[config.mk]
export PLATFORM = sky130hd
export DESIGN_NAME = uart_cmd_rx
export DESIGN_NICKNAME = d
export VERILOG_FILES = /design/src/rtl/uart_pkg.sv /design/src/rtl/uart_cmd_rx_sync2_hi.sv /design/src/rtl/uart_cmd_rx.sv
export SDC_FILE = /design/constraint.sdc
export NUM_CORES = 1
export LEC_CHECK = 0
export ABC_AREA = 1
export CORE_UTILIZATION = 45
export CTS_CLUSTER_SIZE = 12
export DETAILED_ROUTE_END_ITERATION = 7
export SETUP_SLACK_MARGIN = 0.15
export SYNTH_ARGS = -nofsm -noshare
export SYNTH_HDL_FRONTEND = slang
export SYNTH_HIERARCHICAL = 1
export SYNTH_SLANG_ARGS = --single-unit
export TNS_END_PERCENT = 20
[constraint.sdc]
create_clock -name clk -period 3.8 [get_ports clk]
set_input_delay 0.38 -clock clk [delete_from_list [all_inputs] [get_ports clk]]
set_output_delay 0.38 -clock clk [all_outputs]
set_load 0.03 [all_outputs]
[src/rtl/uart_pkg.sv]
// Shared types and defaults for the UART command receiver.
package uart_pkg;

  typedef enum logic [1:0] {
    RX_IDLE  = 2'd0,
    RX_START = 2'd1,
    RX_DATA  = 2'd2,
    RX_STOP  = 2'd3
  } rx_state_t;

  localparam int         CNT_W         = 12;
  localparam int         BAUD_DIV_DEF  = 2604;
  localparam logic [7:0] CMD_GO_DEF    = 8'h47;
  localparam logic [7:0] CMD_STOP_DEF  = 8'h53;

endpackage

[src/rtl/uart_cmd_rx_sync2_hi.sv]
// Two-flop synchronizer for asynchronous inputs whose idle level is high.
module sync2_hi (
  input  logic clk,
  input  logic rst,
  input  logic d,
  output logic q
);

  logic [1:0] ff;

  // Preset to 1 so a line that idles high never looks like an edge out of reset.
  always_ff @(posedge clk or posedge rst) begin
    if (rst) ff <= 2'b11;
    else     ff <= {ff[0], d};
  end

  assign q = ff[1];

endmodule

[src/rtl/uart_cmd_rx.sv]
// 8N1 UART receiver that also decodes GO / STOP command bytes into pulses.
module uart_cmd_rx
  import uart_pkg::*;
#(
  parameter int         BAUD_DIV = BAUD_DIV_DEF,
  parameter logic [7:0] CMD_GO   = CMD_GO_DEF,
  parameter logic [7:0] CMD_STOP = CMD_STOP_DEF
) (
  input  logic       clk,
  input  logic       rst,
  input  logic       RX,
  input  logic       clr_rdy,
  output logic [7:0] rx_data,
  output logic       rdy,
  output logic       frm_err,
  output logic       ovrun,
  output logic       go_pls,
  output logic       stop_pls,
  output logic [1:0] dbg_state
);

  // Handshake: rdy is a level meaning rx_data holds an unread byte; the consumer
  // pulses clr_rdy to take it. A byte landing while rdy=1 sets the sticky ovrun.

  localparam logic [CNT_W-1:0] DIV_FULL = CNT_W'(BAUD_DIV);
  localparam logic [CNT_W-1:0] DIV_HALF = CNT_W'(BAUD_DIV / 2);

  rx_state_t        state;
  logic [CNT_W-1:0] cnt;
  logic [7:0]       shreg;
  logic [2:0]       bit_cnt;
  logic [1:0]       settle;
  logic             armed;
  logic             rx_s;
  logic             expired;

  sync2_hi u_sync (
    .clk (clk),
    .rst (rst),
    .d   (RX),
    .q   (rx_s)
  );

  assign expired   = (cnt == '0);
  assign dbg_state = state;

  always_ff @(posedge clk or posedge rst) begin
    if (rst) begin
      state    <= RX_IDLE;
      cnt      <= '0;
      shreg    <= 8'h00;
      bit_cnt  <= 3'd0;
      settle   <= 2'b00;
      armed    <= 1'b0;
      rx_data  <= 8'h00;
      rdy      <= 1'b0;
      ovrun    <= 1'b0;
      frm_err  <= 1'b0;
      go_pls   <= 1'b0;
      stop_pls <= 1'b0;
    end else begin
      frm_err  <= 1'b0;
      go_pls   <= 1'b0;
      stop_pls <= 1'b0;
      settle   <= {settle[0], 1'b1};
      if (clr_rdy) begin
        rdy   <= 1'b0;
        ovrun <= 1'b0;
      end

      case (state)
        RX_IDLE: begin
          cnt <= DIV_HALF;
          // After reset, only arm once the synchronizer carries real line data that is high.
          if (settle[1] && rx_s) armed <= 1'b1;
          if (armed && !rx_s) state <= RX_START;
        end

        RX_START: begin
          if (expired) begin
            if (rx_s) begin
              state <= RX_IDLE;
            end else begin
              state   <= RX_DATA;
              cnt     <= DIV_FULL;
              bit_cnt <= 3'd0;
            end
          end else begin
            cnt <= cnt - 1'b1;
          end
        end

        RX_DATA: begin
          if (expired) begin
            shreg   <= {rx_s, shreg[7:1]};
            cnt     <= DIV_FULL;
            bit_cnt <= bit_cnt + 3'd1;
            if (bit_cnt == 3'd7) state <= RX_STOP;
          end else begin
            cnt <= cnt - 1'b1;
          end
        end

        RX_STOP: begin
          if (expired) begin
            state <= RX_IDLE;
            if (rx_s) begin
              // Placed after the clr_rdy clear so a same-cycle completion wins rdy.
              rx_data  <= shreg;
              rdy      <= 1'b1;
              if (rdy && !clr_rdy) ovrun <= 1'b1;
              go_pls   <= (shreg == CMD_GO);
              stop_pls <= (shreg == CMD_STOP);
            end else begin
              frm_err <= 1'b1;
            end
          end else begin
            cnt <= cnt - 1'b1;
          end
        end

        default: state <= RX_IDLE;
      endcase
    end
  end

endmodule

* After elaboration in Yosys (flattened, before gate mapping)
Index checks and enable logic that the tools add are counted.
** Storage, ports and cells
- Flip-flop bits (word level) :: 43
- Input port bits :: 4
- Output and inout bits :: 15
- Word-level logic and storage cells :: 77
** Cells by class
- $add $sub $neg :: 2
- Equal/unequal tests :: 14
- Mux-type cells :: 34
- Reduce and logical (&&, ||, !) cells :: 14
** Operators with widths (number)
- $mux 12 :: 4
- $pmux 12 s4 :: 1
- $mux 1 :: 18
- $eq 8x7->1 const B :: 2
- $ne 2x2->1 const B :: 7
- $logic_not 12->1 :: 1
- $mux 2 :: 6
- $sub 12x1->12 const B :: 1
- $mux 3 :: 3
- $pmux 2 s4 :: 1
- $pmux 3 s2 :: 1
- $reduce_and 2->1 :: 3
- $reduce_and 5->1 :: 1
- $eq 2x2->1 const B :: 2
- $reduce_and 4->1 :: 1
- $add 3x1->3 const B :: 1
- $eq 3x3->1 const B :: 1
- $logic_and 1x1->1 :: 3
- $ne 3x3->1 const B :: 1
- $reduce_and 3->1 :: 1
- $eq 2x1->1 const B :: 1
- $logic_not 1->1 :: 2
- $logic_not 2->1 :: 1
- $reduce_bool 2->1 :: 1

* Depth between registers and ports, before layout
- Depth in word-level cells :: 6
- Gate-level depth with buffers :: 12
- Depth with buffers taken out :: 12

* Hierarchy
The synthesis kept the hierarchy.
** By module, submodules not included
- uart_cmd_rx :: times used 1, cells each 259, area each 2130.8 um^2, seq. area each 1026.0 um^2
- sync2_hi :: times used 1, cells each 3, area each 56.3 um^2, seq. area each 52.6 um^2

* Worst setup path after synthesis
No wires, ideal clock.
- Path kind :: reg2reg
- Start :: reg (tool-made name)
- End :: reg cnt[4]
- Setup time :: 0.114 ns
- Arrival time :: 1.566 ns
- Path slack :: 2.120 ns
- Cell stages (with the launch flop) :: 11
- Cell sequence :: dfrtp_1 > inv_1 > ha_1 > nand2_1 > inv_1 > o211ai_2 > nand2_1 > inv_1 > nand2_1 > nand2_1 > inv_1
** RTL lines
- end signal: assignment :: RTL line uart_cmd_rx.sv:89 : cnt <= cnt - 1'b1;
- end signal: assignment :: RTL line uart_cmd_rx.sv:100 : cnt <= cnt - 1'b1;
- end signal: assignment :: RTL line uart_cmd_rx.sv:118 : cnt <= cnt - 1'b1;
- end: declaration :: RTL line uart_cmd_rx.sv:29 : logic [CNT_W-1:0] cnt;

* Worst setup path after layout
- Start :: reg cnt[0]
- End :: reg bit_cnt[0]
** Between the ends
- Cells in the longest elaborated chain, start to end :: 3
** RTL lines
- $logic_not 12->1 (*) :: RTL line uart_cmd_rx.sv:44 : assign expired = (cnt == '0);
- $ne 2x2->1 (no source line)
- $reduce_and 4->1 (no source line) (*)
- end signal: assignment :: RTL line uart_cmd_rx.sv:97 : bit_cnt <= bit_cnt + 3'd1;
- end: declaration :: RTL line uart_cmd_rx.sv:31 : logic [2:0] bit_cnt;
Mark *: on every way between the ends. The rest lies on a longest branch, timed or not.
A chain may end at the register's enable or synchronous reset.

==> results list <==
* Number of nets in the layout: 298
* Number of clock sinks: 43
- Data arrives at the worst endpoint at 2100 ps.
- Max H-tree Level: 2
- The average instance in the mapped netlist occupies 8.35 sq um.
- Hold is met by 355 ps.
* Worst setup path class: reg2reg
* Remaining design rule violation count: 0
* Met1 track utilization from global routing: 29.8%
- Static timing analysis puts the maximum clock frequency at 0.530 GHz.
* Cell variety after synth: 27
* Critical Path End: bit_cnt[0]
- The longest clock path from root to sink contains 2 buffers.
- Starting density of the core: 48.6%
- Fraction of final layout cells with drive strength greater than 1: 12.2%
- Final HPWL DP: 3.06 mm
* Number of DRC markers in iteration 0: 204
* Total congestion overflow: 0
- Worst reg2reg endpoint: bit_cnt[0]
* Worst setup path startpoint: cnt[0]
- The area growth from synthesis to layout is 15.7%.
- I/O Pins: 19
* Largest area contributor in the synthesized netlist: dfrtp_1
* Number of cell rows: 24
* Routed wire length per instance: 12.5 um
- Buffer type at the clock tree root: clkbuf_8
* ANT cells: 0
- In the global route stage, met2 resource usage came out at 27.5%.
* Dpl cells: 331
- Final period demand of the worst path: 1890 ps
- Hold crit path type: reg2reg
- Wires add up to 4.22 mm.
- Slew at the pin closest to its max-slew limit: 628 ps
- Post-synth top area share: 46.9%
- Die X: 71.7 um
- TritonCTS clock tree: yes
- Crit-path max FO: 11
- The worst setup path is launched from a flip-flop.
* Worst Setup End Kind: flip-flop
- Cell Pwr Density: 592 nW/um^2
* Worst Skew: 3.00 ps
* Overall track demand over capacity in global routing: 19.7%
- Num CTS Buffers: 5
- Ys async rst share: 100%
- # hold bufs at CTS: 0
* Final weighted congestion of routability-driven global placement: 0.872
- For met3 alone, demand over resource in global routing was 4.64%.
- Number of iterations in the first detailed-routing pass: 4
- The synthesized netlist occupies a cell area of 2190 sq um.
- Status: complete, no violations
- Final setup fails: 0
* Antenna violations before repair: 0
- Setup total negative slack: 0 ps
- After clock tree synthesis, the clock-pin slew on the worst setup and hold paths is 80 ps.
- PostCTS Resize Cnt: 0
- Total Die Area: 5140 sq um
- Static leakage power: 1.23 nW
- The detail route stage leaves a number of antenna-violating nets equal to 0.
- Synthesis produced 262 cells.
* I/O Buffers: 18
- Sequential elements use 49.3% of the synthesized area.
- Die Height: 71.7 um
* Reported max-cap violation count: 0
- The number of endpoints with negative hold slack in the final report was 0.
- Synthesis produced a netlist with a net count of 274.
* Number of enable flip-flop cells after synthesis: 0
- Measured against its own limit, the worst slew margin works out to 58.0%.
- Once the clock tree was built, the setup fixing pass inserted 0 buffers.
* Most Used Layer, Global Route: met1
- The region available for standard cell placement spans 4500 sq um.
- The design draws 0.00150 W.
- Setup repair after global routing missed its margin: no
- Commonest register cell after synthesis: dfrtp_1
- Launching point of the worst reg2reg path: cnt[0]
* Count of final max-slew check failures: 0
- Vias per Instance: 5.09
- At the end of the flow the core is filled with cells to 56.2%.
- Entering global routing, the biggest net connects 42 pins.
- Synthesis inferred 43 register bits.
- At the later pin of the worst-skew pair, clock insertion delay measures 300 ps.
- Setup slack on the worst flop-to-flop path: 1910 ps
- Maximum ir drop on the vdd rail: 0.448 mV
- The worst register-to-register path has a depth of 8.
* Number of warnings issued by yosys: 6
* Via count of the first global-routing pass: 1653
- The final critical path takes up 49.6% of the cycle.
* Leading cell types by total area after synthesis: dfrtp_1 47%, nand2_1 11%, inv_1 6.4%
- At the worst endpoint, the required time is 4020 ps.
- Vias post-DR: 1720
* First-pass GRT wire length: 7.76 mm
- Excluding fillers, the count of instances in the completed layout stands at 338.
placed cells by master, fill, tap and decap left out, types with 2 or more instances in the layout:
master	Yosys	final
a21oi_1	12	12
clkbuf_8	0	5
clkdlybuf4s50_1	0	18
dfrtp_1	41	41
dfstp_2	2	2
ha_1	8	8
inv_1	37	37
inv_2	5	5
nand2_1	66	66
nand2_2	3	3
nand3_1	15	15
nand4_1	5	5
nor2_1	24	24
nor2_2	2	2
nor2_4	3	3
nor3_1	4	4
o21ai_0	15	15
o21ai_2	7	7
xor2_1	3	3
worst min path at each step:
stage,start,to,cells after the start
CTS,settle[0],settle[1],0
finish,settle[0],settle[1],0
detailed placement,settle[0],settle[1],0
global placement,settle[0],settle[1],0
floorplan,rst,u_sync/ff[0],1
global route,u_sync/ff[0],u_sync/ff[1],0
synthesized netlist by cell type (3+ instances only):
cell	number
nand2_1	66
dfrtp_1	41
inv_1	37
nor2_1	24
nand3_1	15
o21ai_0	15
a21oi_1	12
ha_1	8
o21ai_2	7
inv_2	5
nand4_1	5
nor3_1	4
nand2_2	3
nor2_4	3
xor2_1	3
cells by family after synthesis:
| kind of cell | count (synthesis) | share of synthesized area, % |
|---|---|---|
| AOI/OAI and AO/OA | 38 | 10.5 |
| other | 1 | 0.171 |
| adders and majority gates | 8 | 4.58 |
| buffers and inverters | 44 | 7.95 |
| DFF | 43 | 49.3 |
| and+or+nand+nor | 125 | 26.3 |
| xor gates and xnor gates | 3 | 1.20 |
state kept, by name, summed over array words and instances (netlist names), named ones only:
| signal | count |
|---|---|
| cnt | 12 |
| settle | 2 |
| bit_cnt | 3 |
| frm_err | 1 |
| u_sync/ff | 2 |
| go_pls | 1 |
| shreg | 8 |
| stop_pls | 1 |
| armed | 1 |
| ovrun | 1 |
| rx_data | 8 |
| dbg_state | 1 |
| rdy | 1 |
layer usage:
metal	wire length, um	vias up
met5	0	-
met2	1830	37
met1	2150	807
met3	175	7
li1	-	869
met4	53	0
critical path: stages, from the launching register on:
cell	delay (ps)
dfrtp_1	390
inv_1	120
ha_1	200
nand2_1	100
nor2_4	130
nand3_4	110
nor2_1	500
nand2_1	90
o21ai_0	170
metrics by stage:
step | instance area [sq um] | setup slack [ps]
floorplan | 2190 | 2120
global placement | 2420 | 1980
detailed placement | 2420 | 1930
CTS | 2530 | 1900
global route | 2530 | 1610
finish | 2530 | 1910
final cells by class:
| class | instances | area, sq um |
|---|---|---|
| fillers | 435 | 1970 |
| flip-flops and latches | 43 | 1080 |
| multi-input cells | 175 | 935 |
| repair buffers | 19 | 188 |
| inverters | 42 | 158 |
| clock buffers | 5 | 68.8 |
| well taps | 52 | 65.1 |
| clock inverters | 2 | 37.5 |
power breakdown:
group / internal, W / total (W) / switching [W] / leakage [nW]
clock: 0.000192 / 0.000355 / 0.000163 / 0.0502
combinational: 0.000189 / 0.000580 / 0.000392 / 0.612
sequential: 0.000510 / 0.000562 / 0.0000515 / 0.565
total: 0.000891 / 0.00150 / 0.000606 / 1.23
(Power assumes the default switching activity.)
